File: src/rtl/pc_gen_pkg.sv
// Shared definitions for the fetch PC generator:
// FSM state encodings and the sequential PC increment.
package pc_gen_pkg;

  typedef enum logic [1:0] {
    PC_ST_BOOT = 2'd0,
    PC_ST_RUN  = 2'd1,
    PC_ST_PEND = 2'd2
  } pc_st_e;

  localparam logic [31:0] PC_INC = 32'd4;

endpackage

File: src/rtl/pc_gen_mispredict_check.sv
// Combinational branch resolution check.
// Ports: i_ex_* resolution bundle in; o_mispredict, o_correct_pc out.
module mispredict_check
  import pc_gen_pkg::*;
(
  input  logic        i_ex_valid,
  input  logic [31:0] i_ex_pc,
  input  logic        i_ex_pred_taken,
  input  logic [31:0] i_ex_pred_target,
  input  logic        i_ex_taken,
  input  logic [31:0] i_ex_target,
  output logic        o_mispredict,
  output logic [31:0] o_correct_pc
);

  logic w_dir_wrong;
  logic w_tgt_wrong;

  assign w_dir_wrong = i_ex_taken != i_ex_pred_taken;
  // A wrong target only matters when both sides agree on taken.
  assign w_tgt_wrong = i_ex_taken & i_ex_pred_taken &
                       (i_ex_target != i_ex_pred_target);

  assign o_mispredict = i_ex_valid & (w_dir_wrong | w_tgt_wrong);
  assign o_correct_pc = i_ex_taken ? i_ex_target
                                   : i_ex_pc + PC_INC;

endmodule

File: src/rtl/pc_gen.sv
// Fetch PC register, redirect arbiter and branch counters.
// Ports: stall/dec/ex redirect inputs; pc, squash pulses, counters out.
module pc_gen
  import pc_gen_pkg::*;
#(
  parameter logic [31:0] RESET_PC = 32'h4000_0000,
  parameter int          CNT_W    = 32
) (
  input  logic             clk,
  input  logic             rst_n,
  input  logic             stall,
  input  logic             dec_valid,
  input  logic [31:0]      target,
  input  logic             target_taken,
  input  logic             ex_valid,
  input  logic [31:0]      ex_pc,
  input  logic             ex_pred_taken,
  input  logic [31:0]      ex_pred_target,
  input  logic             ex_taken,
  input  logic [31:0]      ex_target,
  output logic [31:0]      pc,
  output logic             pc_valid,
  output logic             kill_fetch,
  output logic             flush,
  output logic [CNT_W-1:0] br_count,
  output logic [CNT_W-1:0] mispred_count
);

  pc_st_e            r_st;
  pc_st_e            w_st_nxt;
  logic [31:0]       r_pc;
  logic [31:0]       w_pc_nxt;
  logic [31:0]       r_pend_pc;
  logic [31:0]       w_pend_nxt;
  logic              r_flush;
  logic              w_flush_nxt;
  logic              r_kill;
  logic              w_kill_nxt;
  logic [CNT_W-1:0]  r_br;
  logic [CNT_W-1:0]  r_mis;
  logic              w_mis;
  logic [31:0]       w_cpc;

  mispredict_check u_chk (
    .i_ex_valid       (ex_valid),
    .i_ex_pc          (ex_pc),
    .i_ex_pred_taken  (ex_pred_taken),
    .i_ex_pred_target (ex_pred_target),
    .i_ex_taken       (ex_taken),
    .i_ex_target      (ex_target),
    .o_mispredict     (w_mis),
    .o_correct_pc     (w_cpc)
  );

  always_ff @(posedge clk or negedge rst_n) begin
    if (!rst_n) begin
      r_st      <= PC_ST_BOOT;
      r_pc      <= RESET_PC;
      r_pend_pc <= '0;
      r_flush   <= 1'b0;
      r_kill    <= 1'b0;
    end else begin
      r_st      <= w_st_nxt;
      r_pc      <= w_pc_nxt;
      r_pend_pc <= w_pend_nxt;
      r_flush   <= w_flush_nxt;
      r_kill    <= w_kill_nxt;
    end
  end

  always_comb begin
    w_st_nxt    = r_st;
    w_pc_nxt    = r_pc;
    w_pend_nxt  = r_pend_pc;
    w_flush_nxt = 1'b0;
    w_kill_nxt  = 1'b0;
    unique case (r_st)
      PC_ST_BOOT: w_st_nxt = PC_ST_RUN;
      PC_ST_RUN, PC_ST_PEND: begin
        if (!stall) begin
          w_st_nxt = PC_ST_RUN;
          // Live mispredict is younger than pend.
          if (w_mis) begin
            w_pc_nxt    = w_cpc;
            w_flush_nxt = 1'b1;
          end else if (r_st == PC_ST_PEND) begin
            w_pc_nxt    = r_pend_pc;
            w_flush_nxt = 1'b1;
          end else if (dec_valid && target_taken) begin
            w_pc_nxt   = target;
            w_kill_nxt = 1'b1;
          end else begin
            w_pc_nxt = r_pc + PC_INC;
          end
        end else if (w_mis) begin
          // Hold pc; remember the redirect.
          w_st_nxt   = PC_ST_PEND;
          w_pend_nxt = w_cpc;
        end
      end
      default: w_st_nxt = PC_ST_BOOT;
    endcase
  end

  always_ff @(posedge clk or negedge rst_n) begin
    if (!rst_n) begin
      r_br  <= '0;
      r_mis <= '0;
    end else begin
      if (ex_valid && !(&r_br))
        r_br <= r_br + CNT_W'(1);
      if (w_mis && !(&r_mis))
        r_mis <= r_mis + CNT_W'(1);
    end
  end

  assign pc            = r_pc;
  assign pc_valid      = r_st != PC_ST_BOOT;
  assign kill_fetch    = r_kill;
  assign flush         = r_flush;
  assign br_count      = r_br;
  assign mispred_count = r_mis;

endmodule

File: config.mk
export PLATFORM = sky130hd
export DESIGN_NAME = pc_gen
export DESIGN_NICKNAME = d
export VERILOG_FILES = /design/src/rtl/pc_gen_pkg.sv /design/src/rtl/pc_gen_mispredict_check.sv /design/src/rtl/pc_gen.sv
export SDC_FILE = /design/constraint.sdc
export NUM_CORES = 1
export LEC_CHECK = 0
export ABC_CLOCK_PERIOD_IN_PS = 3700
export CORE_ASPECT_RATIO = 0.6
export CORE_MARGIN = 3
export CORE_UTILIZATION = 53
export CTS_CLUSTER_SIZE = 16
export DETAILED_ROUTE_END_ITERATION = 16
export GPL_TIMING_DRIVEN = 0
export PLACE_DENSITY_LB_ADDON = 0.15
export SETUP_SLACK_MARGIN = 0.4
export SYNTH_ARGS = -nofsm -noshare
export SYNTH_HDL_FRONTEND = slang
export SYNTH_SLANG_ARGS = --single-unit
File: constraint.sdc
create_clock -name clk -period 3.7 [get_ports clk]
set_clock_uncertainty 0.05 [all_clocks]
set_input_delay 1.11 -clock clk [delete_from_list [all_inputs] [get_ports clk]]
set_output_delay 1.11 -clock clk [all_outputs]
set_load 0.03 [all_outputs]
Word-level counts from Yosys, hierarchy flattened
Index checks and enable logic that the tools add are counted.
- memory bits (writable): 0
- memory bits (read-only): 0
- memories kept: 0
- output and inout port bits: 99
- register bits after elaboration: 132
- latch bits: 0
- bits of input ports: 136
- magnitude comparators: 0
- bitwise gates (word level): 5
- eq/ne operators: 5
- add/subtract/negate cells: 4
- div/mod/pow operators: 0
- reduce and logical (&&, ||, !) cells: 12
- $mul: 0
- shift operators: 0
- muxes and demuxes: 16
- operators with widths (operator ; number):
    $mux 32 ; 4
    $add 32x1->32 const B ; 2
    $add 32x3->32 const B ; 2
    $reduce_and 32->1 ; 2
    $ne 32x32->1 ; 1
    $mux 1 ; 9
    $mux 2 ; 2
    $pmux 2 s2 ; 1
    $and 1x1->1 ; 3
    $logic_and 1x1->1 ; 3
    $ne 3x3->1 const B ; 1
    $reduce_and 3->1 ; 1
    $eq 2x1->1 const B ; 1
    $eq 2x2->1 const B ; 1
    $logic_not 1->1 ; 2
    $logic_not 2->1 ; 1
    $reduce_and 2->1 ; 1
    $reduce_bool 2->1 ; 1
    $reduce_or 2->1 ; 1
    $ne 1x1->1 ; 1
    $not 1->1 ; 1
    $or 1x1->1 ; 1

Longest topological paths before layout
- word-level depth: 7
- mapped depth: 9

Modules after synthesis
Synthesis repeated with hierarchy kept, for this count alone.
- cell total of the unflattened synthesis: 950
- area, all modules: 8565.7 um^2
- modules (own cells, without submodules) (module ; sequential area each (um^2) ; area an instance (um^2) ; cells each ; instances):
    pc_gen ; 3304.4 ; 7329.5 ; 761 ; 1
    mispredict_check ; 0.0 ; 1236.2 ; 189 ; 1

Least setup slack after synthesis
Ideal clock, no wire load.
- path type: input to register
- start: input port ex_pc[2]
- end: register r_pc[20] (netlist: pc[20])
- required time: 3.551 ns
- path slack: 0.691 ns
- arrival: 2.860 ns
- path buffers: 1
- stages: 9
- cell sequence: ha_1 nand4_1 or3_1 clkbuf_1 or2_2 nor2_1 xor2_1 mux2i_1 a311oi_1
- word-level cells in the longest chain between the ends: 3
- ends and longest elaborated chain (element ; line ; text):
    from (decl) ; pc_gen.sv:16 ; input logic [31:0] ex_pc,
    $add 32x3->32 ; pc_gen_mispredict_check.sv:26 ; : i_ex_pc + PC_INC;
    $mux 32 ; pc_gen_mispredict_check.sv:25 ; assign o_correct_pc = i_ex_taken ? i_ex_target
    $mux 32 ; pc_gen.sv:83 ; if (w_mis) begin
    to (signal assigned) ; pc_gen.sv:64 ; r_pc <= w_pc_nxt;
    to (decl) ; pc_gen.sv:31 ; logic [31:0] r_pc;
No other way between the ends.
A chain may end at the register's enable or synchronous reset.

Final worst setup path
- start: input port ex_target[7]
- end: register r_pend_pc[28]
- word-level cells in the longest chain between the ends: 5
- ends and longest elaborated chain (element ; line ; text):
    from (decl) ; pc_gen.sv:20 ; input logic [31:0] ex_target,
    $ne 32x32->1 ; pc_gen_mispredict_check.sv:22 ; (i_ex_target != i_ex_pred_target);
    $and 1x1->1 ; pc_gen_mispredict_check.sv:21 ; assign w_tgt_wrong = i_ex_taken & i_ex_pred_taken &
    $or 1x1->1 ; pc_gen_mispredict_check.sv:24 ; assign o_mispredict = i_ex_valid & (w_dir_wrong | w_tgt_wrong);
    $and 1x1->1 ; pc_gen_mispredict_check.sv:24 ;
    $reduce_and 3->1 (no line) ; n/a ;
    to (signal assigned) ; pc_gen.sv:65 ; r_pend_pc <= w_pend_nxt;
    to (decl) ; pc_gen.sv:33 ; logic [31:0] r_pend_pc;
No other way between the ends.

==> run metrics <==
status=complete, no violations; die extent in x=167 um; total gr overflow=0; ratio of cells with drive above 1 in the final layout=10.8%; Final period util=about 90%; DIE AREA=0.0171 mm2; Hold-fix buffers, CTS=0; xor and xnor area share after synthesis=about 16%; core area=around 0.015 mm2; worst min-delay path class=register to register; PwrDens=612 mW/mm2; area grow syn2layout=42.6%; FMAX=304 MHz; worst skew pair latency=0.42 ns; R2R Setup Slk=between 0.5 and 0.6 ns; worst-path fanout max=10; worst slew pin tran=around 1.2 ns; Power Total=7.19 mW; Worst-path clk slew=0.07 ns; P_leak=4.68 nW; count of state elements after synthesis=between 100 and 150; Setup TNS=0 ns; area of the multi-input gates=0.00482 mm2; R2R Path End=pc[24]; sequential-to-total area share from yosys stat=40.1%; Final ANT Viol Nets=0; H-tree depth=4; mapped cell area=0.00823 mm2; drt pass-1 iters=5; Pins Over Slew Limit=0; clk buf depth=2; fill count=1,023; minimum hold slack=roughly 0.45 ns; Ys Warns=0; CP Launch Type=input port; largest net degree at the start of global routing=75; Placed Cells incl. Taps=1,352; cts bufs inserted=17; # DRC=0; port bufs=around 230; DRT iter0 DRCs=between 1,000 and 1,500; max_slew headroom=21.0%; clock root cell=clkbuf_16; kind of critical path=input port to register; P_sw=2.97 mW; CP Capture Point=r_pend_pc[28]; drt wl/cell=21.5 um; WP data arrival=3.53 ns; # nets final=~1,300; ys async rst share=100%; critical path endpoint category=register; CTS tree=built; Sequential Power Share=33.8%; internal power=between 4 and 5 mW; count of different cell masters after synthesis=54; MaxCap Viol Count=0; synthesized instance count=920; Register-to-Register Path Depth=8; Req. time, crit path=between 3 and 4 ns; syn_area_per_cell=just under 9 um2; Antenna Cells=0; Die H=103 um; row cnt=34; largest family of logic cells by synthesized area=simple AND/OR/NAND/NOR gates; vias per inst=6.11; Final setup violation count=0; post-synthesis adder-cell area fraction=under 10%; most common flop cell mapped by yosys=dfrtp_1; Vias=8,492; min Tclk post-route=~3.3 ns; syn_nets=1,064; Placed Instance Area=0.0108 mm2; switching share of power=41.3%; first-pass GRT wire length=45,500 um; Critical R2R Launch=pc[2]; initial antenna violation count=1; Simple-Gate Fraction of Synth Area=22.7%; global placer's final weighted congestion=about 1; Worst Setup SP=ex_target[7]; Design Area, Final=0.0117 mm2; gr usage total=34.3%; Combinational Power Share=42.0%; RSZ-0062 raised after global routing=true; Post-Route WL=29,800 um; Final Non-Filler Cells=1,389; number of global-route vias before repair=8,080; EDFF count, synth=0; Starting Density=55.5%; Clock Sinks=132; final hold vios=0; FF/Latch Area=0.00330 mm2; Clock power frac=roughly 24%; fraction of the mapped netlist area in compound gates=11.6%; multiplexer share of the synthesized area=5.26%; I/O pin cnt=235; VDD IR-drop max=0.000443 V; Detailed Place HPWL=22,300 um
[synth_stat cells (15+ instances only)]
cell type,number,area [um2]
a211oi_1,25,188
a21oi_1,33,165
clkbuf_1,41,154
dfrtp_1,131,3280
inv_1,28,105
mux2_2,34,383
nand2_1,91,342
nand3_1,58,290
nand4_1,34,213
nor2_1,72,270
nor3_1,47,235
nor4_1,15,93.8
o21ai_0,45,225
xnor2_1,84,736
xor2_1,62,543
[how the worst min path moves through the flow]
| stage | cells after the start | to | slack (ns) | from |
|---|---|---|---|---|
| 5_1_grt | 1 | mispred_count[16] | 0.47 | mispred_count[16] |
| 2_1_floorplan | 2 | r_pend_pc[0] | 0.42 | r_pend_pc[0] |
| 3_3_place_gp | 1 | mispred_count[27] | 0.43 | mispred_count[27] |
| 4_1_cts | 1 | br_count[29] | 0.45 | br_count[29] |
| 3_5_place_dp | 1 | br_count[9] | 0.44 | br_count[9] |
| 6_report | 1 | mispred_count[16] | 0.45 | mispred_count[16] |
[area by class of cell]
| cell class | count | share of cell area, % |
|---|---|---|
| multi-input cells | 711 | 41.1 |
| flip-flops and latches | 132 | 28.1 |
| repair buffers | 239 | 20.6 |
| clock buffers | 18 | 3.74 |
| well taps | 198 | 2.11 |
| plain buffers | 49 | 2.08 |
| clock inverters | 14 | 1.40 |
| inverters | 28 | 0.895 |
[through the flow]
step	util (%)	setup slack, ns
finish	79.1	0.411
global route	79.1	0.389
floorplan	-	0.691
detailed placement	73.0	-0.478
CTS	78.1	0.360
global placement	72.8	-3.80
[per-layer routing]
metal / vias to the layer above / global-route usage (%) / part of all wire (%)
met5: - / 0 / 0.067
met4: 2 / 7.16 / 1.5
met3: 56 / 15.1 / 15
met2: 578 / 49.3 / 43
met1: 4059 / 48.3 / 41
li1: 3797 / - / -
[critical path, cell delays in order]
cell,delay (ns)
clkdlybuf4s50_1,0.52
xnor2_1,0.16
nand4_1,0.18
nor4_4,0.36
nand3_2,0.16
a31oi_4,0.25
nor2_1,0.08
buf_4,0.21
clkbuf_8,0.20
mux2_2,0.29
[sequential cells by signal, summed over array words and instances (netlist names)]
name and cells:
r_st 2, pc 32, kill_fetch 1, mispred_count 32, br_count 32, flush 1
r_pend_pc 32
[logic make-up (layout without fill, tap and decap cells)]
logic type	count (synthesis)	after routing
simple gates	372	372
compound gates	146	146
xor+xnor	146	146
flops	132	132
buf+inv	77	348
mux	39	39
fa+ha+maj	8	8
[layout by cell type, fill, tap and decap left out, types with 4 or more instances in the layout]
cell type and instances:
and3_1 11, buf_4 10, o31ai_1 5, or4_1 4
inv_1 28, clkbuf_1 35, nor3_1 44, nand3_1 54
clkdlybuf4s50_1 221, ha_1 7, a211oi_1 25, nand4_1 34
inv_6 6, nand2b_1 4, a21oi_1 33, and2_1 6
mux2i_1 4, o21ai_0 35, o21ai_2 5, dfrtp_1 131
clkbuf_2 4, xor2_1 61, xnor2_1 84, o311ai_0 5
nor2_1 71, or2_2 4, mux2_2 34, and4_1 6
nand3_2 6, nor4_1 12, o21ai_1 5, nand2_1 90
dlymetal6s2s_1 9, clkbuf_16 17, or3_1 7
[repair_timing]
item | in CTS | in global routing
endpoints found under the setup margin | 79 | 57
resized for setup | 45 | 41
pin swaps | 3 | 12
gates cloned | 0 | 0
buffers inserted | 2 | 3
[power groups by stage]
stage | logic, mW | clock network [mW] | registers (mW)
after CTS | 2.95 | 1.74 | 2.40
after global placement | 2.82 | 0 | 2.39
after floorplan | 1.25 | 0 | 2.79
final | 3.02 | 1.74 | 2.43
after detailed placement | 2.88 | 0 | 2.40
after global routing | 3.21 | 1.81 | 2.48
Note: power is estimated with default switching activity, not from simulation.
